### config.mk
export PLATFORM = sky130hd
export DESIGN_NAME = mem_arbiter
export DESIGN_NICKNAME = d
export VERILOG_FILES = /design/src/rtl/mem_arbiter.sv
export SDC_FILE = /design/constraint.sdc
export NUM_CORES = 1
export LEC_CHECK = 0
export CAP_MARGIN = 20
export CORE_AREA = 2 2 207 209
export CTS_BUF_LIST = sky130_fd_sc_hd__clkbuf_16
export CTS_CLUSTER_DIAMETER = 200
export CTS_CLUSTER_SIZE = 40
export DETAILED_ROUTE_END_ITERATION = 8
export DIE_AREA = 0 0 209 211
export GPL_ROUTABILITY_DRIVEN = 0
export PLACE_DENSITY = 0.44
export REMOVE_ABC_BUFFERS = 1
export SYNTH_ARGS = -nofsm -noshare
export SYNTH_HDL_FRONTEND = slang
export SYNTH_SLANG_ARGS = --single-unit
### constraint.sdc
create_clock -name clk -period 4.1 [get_ports clk]
set_clock_uncertainty 0.2 [all_clocks]
set_input_delay 0.41 -clock clk [delete_from_list [all_inputs] [get_ports clk]]
set_output_delay 0.41 -clock clk [all_outputs]
set_load 0.005 [all_outputs]
### src/rtl/mem_arbiter.sv
`default_nettype none
// ============================================================================
// Module      : mem_arbiter
// Description : Two-requester (I-cache / D-cache) memory bus arbiter and
//               burst sequencer. Grants one requester at a time round-robin,
//               runs an address phase followed by BEATS data beats, then
//               pulses done to the owner.
// Revision    : 1.0 - initial release
// ----------------------------------------------------------------------------
// Ports
//   clk, reset         clock / synchronous active-high reset
//   ic_req, ic_addr    I-cache line-fill request and miss address
//   ic_gnt             one-cycle pulse: I-cache owns the bus
//   ic_rvalid/rdata    fill beats for the I-cache
//   ic_done            one-cycle pulse: I-cache transfer complete
//   dc_req, dc_addr    D-cache request and address
//   dc_we, dc_wdata    write-back select and current write-back beat
//   dc_gnt/rvalid/rdata/done  D-cache equivalents of the I-cache outputs
//   dc_wready          dc_wdata beat consumed this cycle
//   mem_req/addr/we    memory address phase (line-aligned address)
//   mem_ack            address phase accepted
//   mem_rvalid/rdata   memory read beat
//   mem_wready         memory accepts write beat
//   mem_wdata          write beat to memory
// ============================================================================
module mem_arbiter #(
    parameter int ADDR_WIDTH = 64,
    parameter int DATA_WIDTH = 64,
    parameter int BEATS      = 8
) (
    input  logic                  clk,
    input  logic                  reset,
    input  logic                  ic_req,
    input  logic [ADDR_WIDTH-1:0] ic_addr,
    output logic                  ic_gnt,
    output logic                  ic_rvalid,
    output logic [DATA_WIDTH-1:0] ic_rdata,
    output logic                  ic_done,
    input  logic                  dc_req,
    input  logic [ADDR_WIDTH-1:0] dc_addr,
    input  logic                  dc_we,
    input  logic [DATA_WIDTH-1:0] dc_wdata,
    output logic                  dc_gnt,
    output logic                  dc_rvalid,
    output logic [DATA_WIDTH-1:0] dc_rdata,
    output logic                  dc_done,
    output logic                  dc_wready,
    output logic                  mem_req,
    output logic [ADDR_WIDTH-1:0] mem_addr,
    output logic                  mem_we,
    input  logic                  mem_ack,
    input  logic                  mem_rvalid,
    input  logic [DATA_WIDTH-1:0] mem_rdata,
    input  logic                  mem_wready,
    output logic [DATA_WIDTH-1:0] mem_wdata
);

    localparam int c_CNT_W = $clog2(BEATS);
    localparam int c_OFF_W = $clog2(BEATS * DATA_WIDTH / 8);

    localparam logic [2:0] c_ST_IDLE  = 3'd0;
    localparam logic [2:0] c_ST_ADDR  = 3'd1;
    localparam logic [2:0] c_ST_RDATA = 3'd2;
    localparam logic [2:0] c_ST_WDATA = 3'd3;
    localparam logic [2:0] c_ST_DONE  = 3'd4;

    localparam logic c_OWN_I = 1'b0;
    localparam logic c_OWN_D = 1'b1;

    localparam logic [c_CNT_W-1:0]    c_LAST_BEAT = c_CNT_W'(BEATS - 1);
    localparam logic [ADDR_WIDTH-1:0] c_LINE_MASK = {ADDR_WIDTH{1'b1}} << c_OFF_W;

    logic [2:0]            r_state;
    logic                  r_owner;
    logic                  r_last_owner;
    logic [ADDR_WIDTH-1:0] r_addr;
    logic                  r_we;
    logic [c_CNT_W-1:0]    r_cnt;
    logic                  r_first;      // high only in the first ADDR cycle

    logic [2:0]            w_state_nxt;
    logic                  w_any_req;
    logic                  w_pick_d;
    logic                  w_beat;
    logic                  w_last_beat;

    // Arbitration: a lone requester wins; on a tie the one that did not
    // own the bus last time wins.
    always_comb begin
        w_any_req   = ic_req | dc_req;
        w_pick_d    = dc_req & (~ic_req | (r_last_owner == c_OWN_I));
        w_beat      = ((r_state == c_ST_RDATA) & mem_rvalid) |
                      ((r_state == c_ST_WDATA) & mem_wready);
        w_last_beat = w_beat & (r_cnt == c_LAST_BEAT);
    end

    always_comb begin
        w_state_nxt = r_state;
        case (r_state)
            c_ST_IDLE:  if (w_any_req) w_state_nxt = c_ST_ADDR;
            c_ST_ADDR:  if (mem_ack)   w_state_nxt = r_we ? c_ST_WDATA : c_ST_RDATA;
            c_ST_RDATA: if (w_last_beat) w_state_nxt = c_ST_DONE;
            c_ST_WDATA: if (w_last_beat) w_state_nxt = c_ST_DONE;
            c_ST_DONE:  w_state_nxt = c_ST_IDLE;
            default:    w_state_nxt = c_ST_IDLE;
        endcase
    end

    always_ff @(posedge clk) begin
        if (reset) begin
            r_state      <= c_ST_IDLE;
            r_owner      <= c_OWN_I;
            r_last_owner <= c_OWN_D;     // first tie goes to the I-cache
            r_addr       <= '0;
            r_we         <= 1'b0;
            r_cnt        <= '0;
            r_first      <= 1'b0;
        end else begin
            r_state <= w_state_nxt;
            r_first <= (r_state == c_ST_IDLE) & w_any_req;

            if ((r_state == c_ST_IDLE) && w_any_req) begin
                r_owner <= w_pick_d;
                r_addr  <= (w_pick_d ? dc_addr : ic_addr) & c_LINE_MASK;
                r_we    <= w_pick_d & dc_we;   // I-cache only ever reads
            end

            if ((r_state == c_ST_ADDR) && mem_ack) begin
                r_cnt <= '0;
            end else if (w_beat) begin
                r_cnt <= w_last_beat ? '0 : r_cnt + c_CNT_W'(1);
            end

            if (r_state == c_ST_DONE) begin
                r_last_owner <= r_owner;
            end
        end
    end

    always_comb begin
        ic_gnt    = 1'b0;
        ic_rvalid = 1'b0;
        ic_rdata  = '0;
        ic_done   = 1'b0;
        dc_gnt    = 1'b0;
        dc_rvalid = 1'b0;
        dc_rdata  = '0;
        dc_done   = 1'b0;
        dc_wready = 1'b0;
        mem_req   = 1'b0;
        mem_addr  = '0;
        mem_we    = 1'b0;
        mem_wdata = '0;
        case (r_state)
            c_ST_ADDR: begin
                mem_req  = 1'b1;
                mem_addr = r_addr;
                mem_we   = r_we;
                ic_gnt   = r_first & (r_owner == c_OWN_I);
                dc_gnt   = r_first & (r_owner == c_OWN_D);
            end
            c_ST_RDATA: begin
                if (r_owner == c_OWN_I) begin
                    ic_rvalid = mem_rvalid;
                    ic_rdata  = mem_rdata;
                end else begin
                    dc_rvalid = mem_rvalid;
                    dc_rdata  = mem_rdata;
                end
            end
            c_ST_WDATA: begin
                // Only the D-cache can own a write burst.
                mem_wdata = dc_wdata;
                dc_wready = mem_wready;
            end
            c_ST_DONE: begin
                ic_done = (r_owner == c_OWN_I);
                dc_done = (r_owner == c_OWN_D);
            end
            default: ;
        endcase
    end

endmodule
`default_nettype wire

# Word-level counts from Yosys, hierarchy flattened
# Cells that the tools add are included.
[word_totals]
register_bits = 68
input_bits = 264
elab_cells = 60
[op_classes]
eq_ne = 8
bitwise = 14
n_addsub = 1
reduce_logical = 6
n_mux = 24
[op_table]
columns = ["operator", "n"]
rows = [
  ["$mux 64", 7],
  ["$mux 1", 12],
  ["$mux 3", 4],
  ["$pmux 3 s3", 1],
  ["$and 1x1->1", 8],
  ["$eq 3x2->1 const B", 2],
  ["$eq 3x3->1 const B", 2],
  ["$ne 2x2->1 const B", 2],
  ["$reduce_or 2->1", 2],
  ["$add 3x1->3 const B", 1],
  ["$eq 3x1->1 const B", 1],
  ["$logic_not 3->1", 1],
  ["$not 1->1", 3],
  ["$or 1x1->1", 3],
  ["$reduce_and 3->1", 1],
  ["$logic_and 1x1->1", 2],
  ["$ne 2x1->1 const B", 1],
]

# Logic depth before layout (Yosys ltp)
# Gate-level depths: netlist of run 1.
[depth]
depth_word = 6
depth_mapped = 6
mapped_depth_nobuf = 5

# Least setup slack after synthesis of run 1
# Ideal clock, no wire load.
[synth_timing]
path_kind = "reg2out"
start = "register r_state[1]"
end = "output port ic_rdata[35]"
setup_slack_ns = 2.218
n_path_buf = 2
arrival_time_ns = 1.272
stages_incl_launch_ff = 6
path_cell_list = "dfxtp_1 nand2b_4 nor3_1 clkbuf_2 clkbuf_1 and2_2"
[synth_between]
elab_chain_cells = 2
[synth_lines]
columns = ["element", "line", "rtl"]
rows = [
  ["from (decl)", "73", "logic [2:0] r_state;"],
  ["from (signal assigned)", "111", "r_state <= c_ST_IDLE;"],
  ["from (signal assigned)", "119", "r_state <= w_state_nxt;"],
  ["$eq 3x2->1", "154", "case (r_state)"],
  ["$mux 64", "154", ""],
  ["to (decl)", "37", "output logic [DATA_WIDTH-1:0] ic_rdata,"],
]
# Every way passes these cells.

# Worst setup path after layout of run 1
[layout_timing]
start = "register r_state[0]"
end = "output port mem_wdata[62]"
[layout_between]
elab_chain_cells = 2
[layout_lines]
columns = ["element", "line", "rtl"]
rows = [
  ["$eq 3x2->1", "154", ""],
  ["$mux 64", "154", ""],
  ["to (decl)", "55", "output logic [DATA_WIDTH-1:0] mem_wdata"],
]
# Every way passes these cells.

==> impl_results.md, run 1 <==
- Hold WS: ~0.28 ns
- ANT nets after route: 0
- Vias in the first global route: 6196
- Crit Path Category: reg2out
- GRT overflow: 0
- CP peak stage delay: 0.70 ns
- Crit-path cells: inv_1 > nor2_4 > buf_4 > and2_1 > clkdlybuf4s50_1
- Worst r2r src: r_state[0]$_SDFFE_PP0P_
- Placed cells: about 1600
- Commonest cells post-synth: and2_1, nor2_1, dfxtp_1, mux2i_1, and3_1
- Peak supply drop: between 200 and 250 uV
- Pre-antenna DRT Iters: 4
- Fin. max-slew vios: 0
- Post-layout min period: 3.507 ns
- Largest net degree at the start of global routing: ~70
- Endpoint, Worst Hold: r_cnt[2]$_SDFFE_PP0P_
- Initial DRC Count: roughly 220
- PwrDens: 381.8 nW/um^2
- Worst-path maximum fanout: 38
- Switch Pwr: 1.595 mW
- Layout Cells excl Fill: 1632
- Max-cap violations: 0
- Clk sinks: 68
- Hold path cells: 2
- Hpwl dp: 28940 microns
- Final hold vios: 0
- Power consumption: roughly 4.2 mW
- Net Sw Frac: 0.3766
- Root Buffer: clkbuf_16
- Main synth FF type: dfxtp_1
- Count of state elements after synthesis: between 60 and 70
- Core box area: 41760 sq um
- Antenna violations before repair: 10
- Mapped cell area: 5130 sq um
- Crit-path leading delay family: buffers and inverters
- Area delta synth->final: 116.3%
- Initial core utilization: 0.1228
- Outcome: complete, no violations
- # port buffers: approximately 500
- Setup bufs post-CTS: 0
- Worst slew pin tran: 0.7622 ns
- Lkg Pwr: 4.251 nW
- WL per Instance: 21.11 microns
- Final TNS setup: 0 ns
- Worst Min Path Start: r_cnt[2]$_SDFFE_PP0P_
- WP buf/inv: 3
- Most frequent cell after synthesis: and2_1
- Peak Freq: 285.2 MHz
- Top-level I/O count: roughly 530
- CTS tree: done
- # fillers: 4513
- Post-synth EDFFs: 0
- R2r setup slk: 1.87 ns
- Final period utilization: 0.8553
- Vias: slightly above 6000
- H-tree depth: 3
- Net count, final: 1351
- Yosys cell types: 34
- Critical Path RT: 3.49 ns
- Worst reg2reg endpoint: r_we$_SDFFE_PP0P_
- Deepest clock path buffer count: 2
- Resized cells post-CTS: 0
- Hold Crit Class: reg2reg
- R2r worst-path depth: 4
- Logic pwr share: 0.557
- Post-synth ARST share: 0
- Height of the die: 211 microns
- Top cell type's share of synthesized area: 0.2654
- Setup crit end kind: output port
- Synth area leaders: dfxtp_1, and2_1, mux2i_1
- Clock power share: 0.195
- CTS Buf Count: 9
- Latest clock arrival within the worst-skew pair: ~0.33 ns
- Unrepaired setup endpoints after global routing: false
- Row cnt: 75
- Die W: 209 microns
- DRC: 0
- Relative slew slack: 0.4919
- Global Route Usage Sum: 0.1503
- WP data arrival: 2.90 ns
- Drt total wl: 34460 microns
- Post-Syn Area per Cell: 8.382 sq um
- Worst path slowest cell: dfxtp_2
- Area leader, netlist: dfxtp_1
- Finished Cell Area: approximately 11000 sq um
- Share of layout cells above drive strength 1: 0.1156
- Clock slew at reported path FFs: 0.06 ns
- Post-synthesis sequential area ratio: 0.2654
- Yosys warnings: 0
- Die area: 44100 sq um
- Internal power: approximately 2.6 mW
- # hold bufs at CTS: 0
- Setup crit start kind: register
- Reg power frac: 0.248
- # setup viols final: 0
- Global-route wire length before repair: 46910 microns
- Area after DPL: 10780 sq um
- Via density per instance: about 3.7
- Synth Instances: around 610
[worst register-to-register path, delay by kind of cell, from the launching register on]
family	cells	cell delay, ns
AND/OR/NAND/NOR	2	0.73
flip-flops	1	0.50
buffers and inverters	1	0.39
multiplexers	1	0.28
[worst max path at each step]
stage / from / endpoint / cells after the start
global placement: r_state[0]$_SDFFE_PP0P_ / mem_wdata[30] / 5
floorplan: dc_req / r_addr[10]$_SDFFE_PP0P_ / 3
global route: r_state[0]$_SDFFE_PP0P_ / mem_wdata[62] / 5
CTS: r_state[0]$_SDFFE_PP0P_ / mem_wdata[62] / 5
detailed placement: r_state[0]$_SDFFE_PP0P_ / mem_wdata[30] / 5
finish: r_state[0]$_SDFFE_PP0P_ / mem_wdata[62] / 5
[metrics by stage]
step / setup slack, ns / util
2_1_floorplan: -3.582 / -
3_5_place_dp: 0.8703 / 0.2582
5_1_grt: 0.3151 / 0.2655
4_1_cts: 0.4891 / 0.2655
6_report: 0.5932 / 0.2657
3_3_place_gp: 0.8084 / 0.2582
[routing by layer]
layer	part of all wire	track usage	vias up	wire (microns)
li1	-	-	3000	-
met1	0.36	0.1538	2711	12440
met2	0.53	0.2843	279	18120
met3	0.091	0.05650	33	3123
met4	0.021	0.04261	10	710
met5	0.0017	0	-	57
[flip-flops by register name (all words and copies together) (netlist names)]
register and cells:
r_addr 58, r_first 1, r_owner 1, r_last_owner 1, r_we 1, r_cnt 3
r_state 3
[layout make-up]
cell class | count | area [sq um] | share of cell area
clock inverters | 7 | 81.33 | 0.007331
flip-flops and latches | 68 | 1363 | 0.1228
inverters | 1 | 3.754 | 0.0003383
repair buffers | 524 | 5245 | 0.4728
clock buffers | 9 | 225.2 | 0.02030
multi-input cells | 481 | 3495 | 0.3150
diodes | 3 | 7.507 | 0.0006767
well taps | 539 | 674.4 | 0.06079
[cell usage in the layout, fill, tap and decap left out, drive strengths merged, types with 2 or more instances in the layout]
cell type / instances
clkdlybuf4s50: 509
and2: 196
nor2: 70
dfxtp: 68
mux2i: 62
and3: 61
a211oi: 58
buf: 15
clkbuf: 9
conb: 6
nor3: 5
clkinv: 5
diode: 3
a21oi: 3
nand2: 2
nor2b: 2
o21ai: 2
ha: 2
bufinv: 2
nand2b: 2
[cells by family after synthesis]
logic type      after synthesis  share of synthesized area
simple gates                343                     0.3978
buf+inv                      68                    0.06439
flops                        68                     0.2654
compound gates               67                     0.1437
mux                          63                     0.1232
fa+ha+maj                     2                   0.004877
other cells                   1                  0.0007310
[power groups by stage]
stage          clock network [mW]  logic (mW)  registers, mW
3_3_place_gp                    0        2.40           1.07
4_1_cts                     0.860        2.41           1.05
6_report                    0.827        2.36           1.05
5_1_grt                     0.883        2.59           1.09
2_1_floorplan                   0        1.20           1.04
3_5_place_dp                    0        2.40           1.07
Power figures use the tool's default switching activity.
==> run 2, diff against run 1 <==
--- a/config.mk
+++ b/config.mk
@@ -13,6 +13,7 @@
 export DETAILED_ROUTE_END_ITERATION = 8
 export DIE_AREA = 0 0 209 211
 export GPL_ROUTABILITY_DRIVEN = 0
+export MAX_ROUTING_LAYER = met4
 export PLACE_DENSITY = 0.44
 export REMOVE_ABC_BUFFERS = 1
 export SYNTH_ARGS = -nofsm -noshare
==> impl_results.md, run 2 (synthesized netlist as in run 1, its figures left out) <==
- Outcome: complete, no violations (unchanged)
- # fillers: 4514 (was 4513)
- CTS Buf Count: 9 (unchanged)
- Hold path cells: 2 (unchanged)
- Setup ws final: 0.5812 ns (was 0.5932 ns)
- Critical Path RT: 3.49 ns (about the same)
- Clock slew at reported path FFs: 0.06 ns (about the same)
- Crit Path Category: reg2out (unchanged)
- # setup viols final: 0 (unchanged)
- Worst slew pin tran: 0.7630 ns (was 0.7622 ns)
- Area delta synth->final: 116.6% (was 116.3%)
- Root Buffer: clkbuf_16 (unchanged)
- Unrepaired setup endpoints after global routing: false (unchanged)
- Peak Freq: 284.2 MHz (was 285.2 MHz)
- ANT nets after route: 0 (unchanged)
- Net Sw Frac: 0.3764 (was 0.3766)
- Setup bufs post-CTS: 0 (unchanged)
- Height of the die: 211 microns (unchanged)
- Final core utilization: 0.2660 (was 0.2657)
- Commonest non-fill, non-tap cell in the layout: clkdlybuf4s50_1 (unchanged)
- Hpwl dp: 28940 microns (unchanged)
- Core box area: 41760 sq um (unchanged)
- Finished Cell Area: 11110 sq um (was 11090 sq um)
- Layout Cells excl Fill: 1638 (was 1632)
- Hold WS: 0.2766 ns (about the same)
- GRT overflow: 0 (unchanged)
- CTS tree: done (unchanged)
- Die area: 44100 sq um (unchanged)
- Latest clock arrival within the worst-skew pair: 0.33 ns (about the same)
- Deepest clock path buffer count: 2 (unchanged)
- Resized cells post-CTS: 0 (unchanged)
- Vias: 6040 (was 6033)
- Placed cells: 1613 (unchanged)
- Initial core utilization: 0.1228 (unchanged)
- Net count, final: 1351 (unchanged)
- Top-level I/O count: 529 (unchanged)
- Global Route Usage Sum: 0.1546 (was 0.1503)
- Final period utilization: 0.8582 (was 0.8553)
- DRC: 0 (unchanged)
- Reg area: 1363 sq um (unchanged)
- PwrDens: 381.2 nW/um^2 (was 381.8 nW/um^2)
- # hold bufs at CTS: 0 (unchanged)
- Clock power share: 0.195 (about the same)
- Clk sinks: 68 (unchanged)
- Pre-CTS setup slack: 0.8703 ns (unchanged)
- Setup crit start kind: register (unchanged)
- Setup crit end kind: output port (unchanged)
- Lkg Pwr: 4.251 nW (about the same)
- R2r setup slk: 1.85 ns (was 1.87 ns)
- Relative slew slack: 0.4913 (was 0.4919)
- Pre-antenna DRT Iters: 4 (unchanged)
- Share of layout cells above drive strength 1: 0.1156 (unchanged)
- Reg power frac: 0.249 (was 0.248)
- Worst r2r src: r_state[0]$_SDFFE_PP0P_ (unchanged)
- Worst reg2reg endpoint: r_we$_SDFFE_PP0P_ (unchanged)
- Row cnt: 75 (unchanged)
- WL per Instance: 21.05 microns (was 21.11 microns)
- R2r worst-path depth: 4 (unchanged)
- Area after DPL: 10780 sq um (unchanged)
- Max-cap violations: 0 (unchanged)
- Most frequent cells in the layout: clkdlybuf4s50_1, and2_1, nor2_1, dfxtp_1, mux2i_1 (unchanged)
- WP data arrival: 2.91 ns (was 2.90 ns)
- Logic pwr share: 0.556 (was 0.557)
- Reg with most FFs: r_addr (unchanged)
- CP Capture Point: mem_wdata[62] (unchanged)
- Drt total wl: 34480 microns (was 34460 microns)
- Footprint of the multi-input gates: 3495 sq um (unchanged)
- H-tree depth: 3 (unchanged)
- # port buffers: 510 (unchanged)
- Global-route wire length before repair: 46830 microns (was 46910 microns)
- Peak supply drop: 245.5 uV (was 248.8 uV)
- Internal power: 2.641 mW (was 2.640 mW)
- Setup crit start: r_state[0]$_SDFFE_PP0P_ (unchanged)
- Largest net degree at the start of global routing: 68 (unchanged)
- Final hold vios: 0 (unchanged)
- Die W: 209 microns (unchanged)
- Hold Crit Class: reg2reg (unchanged)
- Switch Pwr: 1.594 mW (was 1.595 mW)
- Worst Min Path Start: r_cnt[2]$_SDFFE_PP0P_ (unchanged)
- Max reg flops: 58 (unchanged)
- Vias in the first global route: 6221 (was 6196)
- Worst-path maximum fanout: 38 (unchanged)
- Via density per instance: 3.687 (was 3.697)
- Antenna violations before repair: 10 (unchanged)
- Fin. max-slew vios: 0 (unchanged)
- Post-layout min period: 3.519 ns (was 3.507 ns)
- Biggest regs: r_addr: 58 flops, r_cnt: 3 flops, r_state: 3 flops (unchanged)
- Initial DRC Count: 235 (was 217)
## run 2: cell count changes in the layout (fill, tap and decap cells not counted)
cell	delta
diode_2	+6
## run 2: layer usage
layer,track usage,routed length [microns],vias to the layer above
li1,-,-,3009
met1,0.1571,13020,2734
met2,0.2840,18130,279
met3,0.05650,2747,18
met4,0.03325,580,0
met5,-,0,-
## run 2: how the worst min path moves through the flow
| stage | endpoint | slack, ns |
|---|---|---|
| after detailed placement | r_cnt[2]$_SDFFE_PP0P_ | 0.27 |
| after global placement | r_cnt[2]$_SDFFE_PP0P_ | 0.26 |
| after global routing | r_cnt[2]$_SDFFE_PP0P_ | 0.29 |
| after CTS | r_cnt[2]$_SDFFE_PP0P_ | 0.28 |
| after floorplan | r_last_owner$_SDFFE_PP1N_ | 0.23 |
| final | r_cnt[2]$_SDFFE_PP0P_ | 0.28 |
## run 2: cell type report
type,count,share of cell area
inverters,1,0.0003379
clock buffers,9,0.02027
well taps,539,0.06071
repair buffers,524,0.4721
clock inverters,7,0.007321
flip-flops and latches,68,0.1226
diodes,9,0.002027
multi-input cells,481,0.3146
## run 2: stage by stage
| stage | power, mW | setup TNS, ns |
|---|---|---|
| 2_1_floorplan | 2.236 | -215.22 |
| 3_3_place_gp | 3.466 | 0 |
| 3_5_place_dp | 3.466 | 0 |
| 4_1_cts | 4.328 | 0 |
| 5_1_grt | 4.558 | 0 |
| 6_report | 4.235 | 0 |
## run 2: power groups by stage
stage               Combinational [mW]  Clock, mW  Sequential (mW)
floorplan                         1.20          0             1.04
global placement                  2.40          0             1.07
detailed placement                2.40          0             1.07
CTS                               2.41      0.860             1.05
global route                      2.59      0.884             1.09
finish                            2.36      0.825             1.05
## run 2: worst max-delay path: stages (launching register included)
cell and delay [ns]:
dfxtp_2 0.70, inv_1 0.20, nor2_4 0.64, buf_4 0.33, and2_1 0.16, clkdlybuf4s50_1 0.53
==> run 3, diff against run 2 <==
--- a/config.mk
+++ b/config.mk
@@ -9,7 +9,6 @@
 export CORE_AREA = 2 2 207 209
 export CTS_BUF_LIST = sky130_fd_sc_hd__clkbuf_16
 export CTS_CLUSTER_DIAMETER = 200
-export CTS_CLUSTER_SIZE = 40
 export DETAILED_ROUTE_END_ITERATION = 8
 export DIE_AREA = 0 0 209 211
 export GPL_ROUTABILITY_DRIVEN = 0
==> results of run 3 <==
Same layout as run 2: the final DEF is identical, and so are final timing and power.
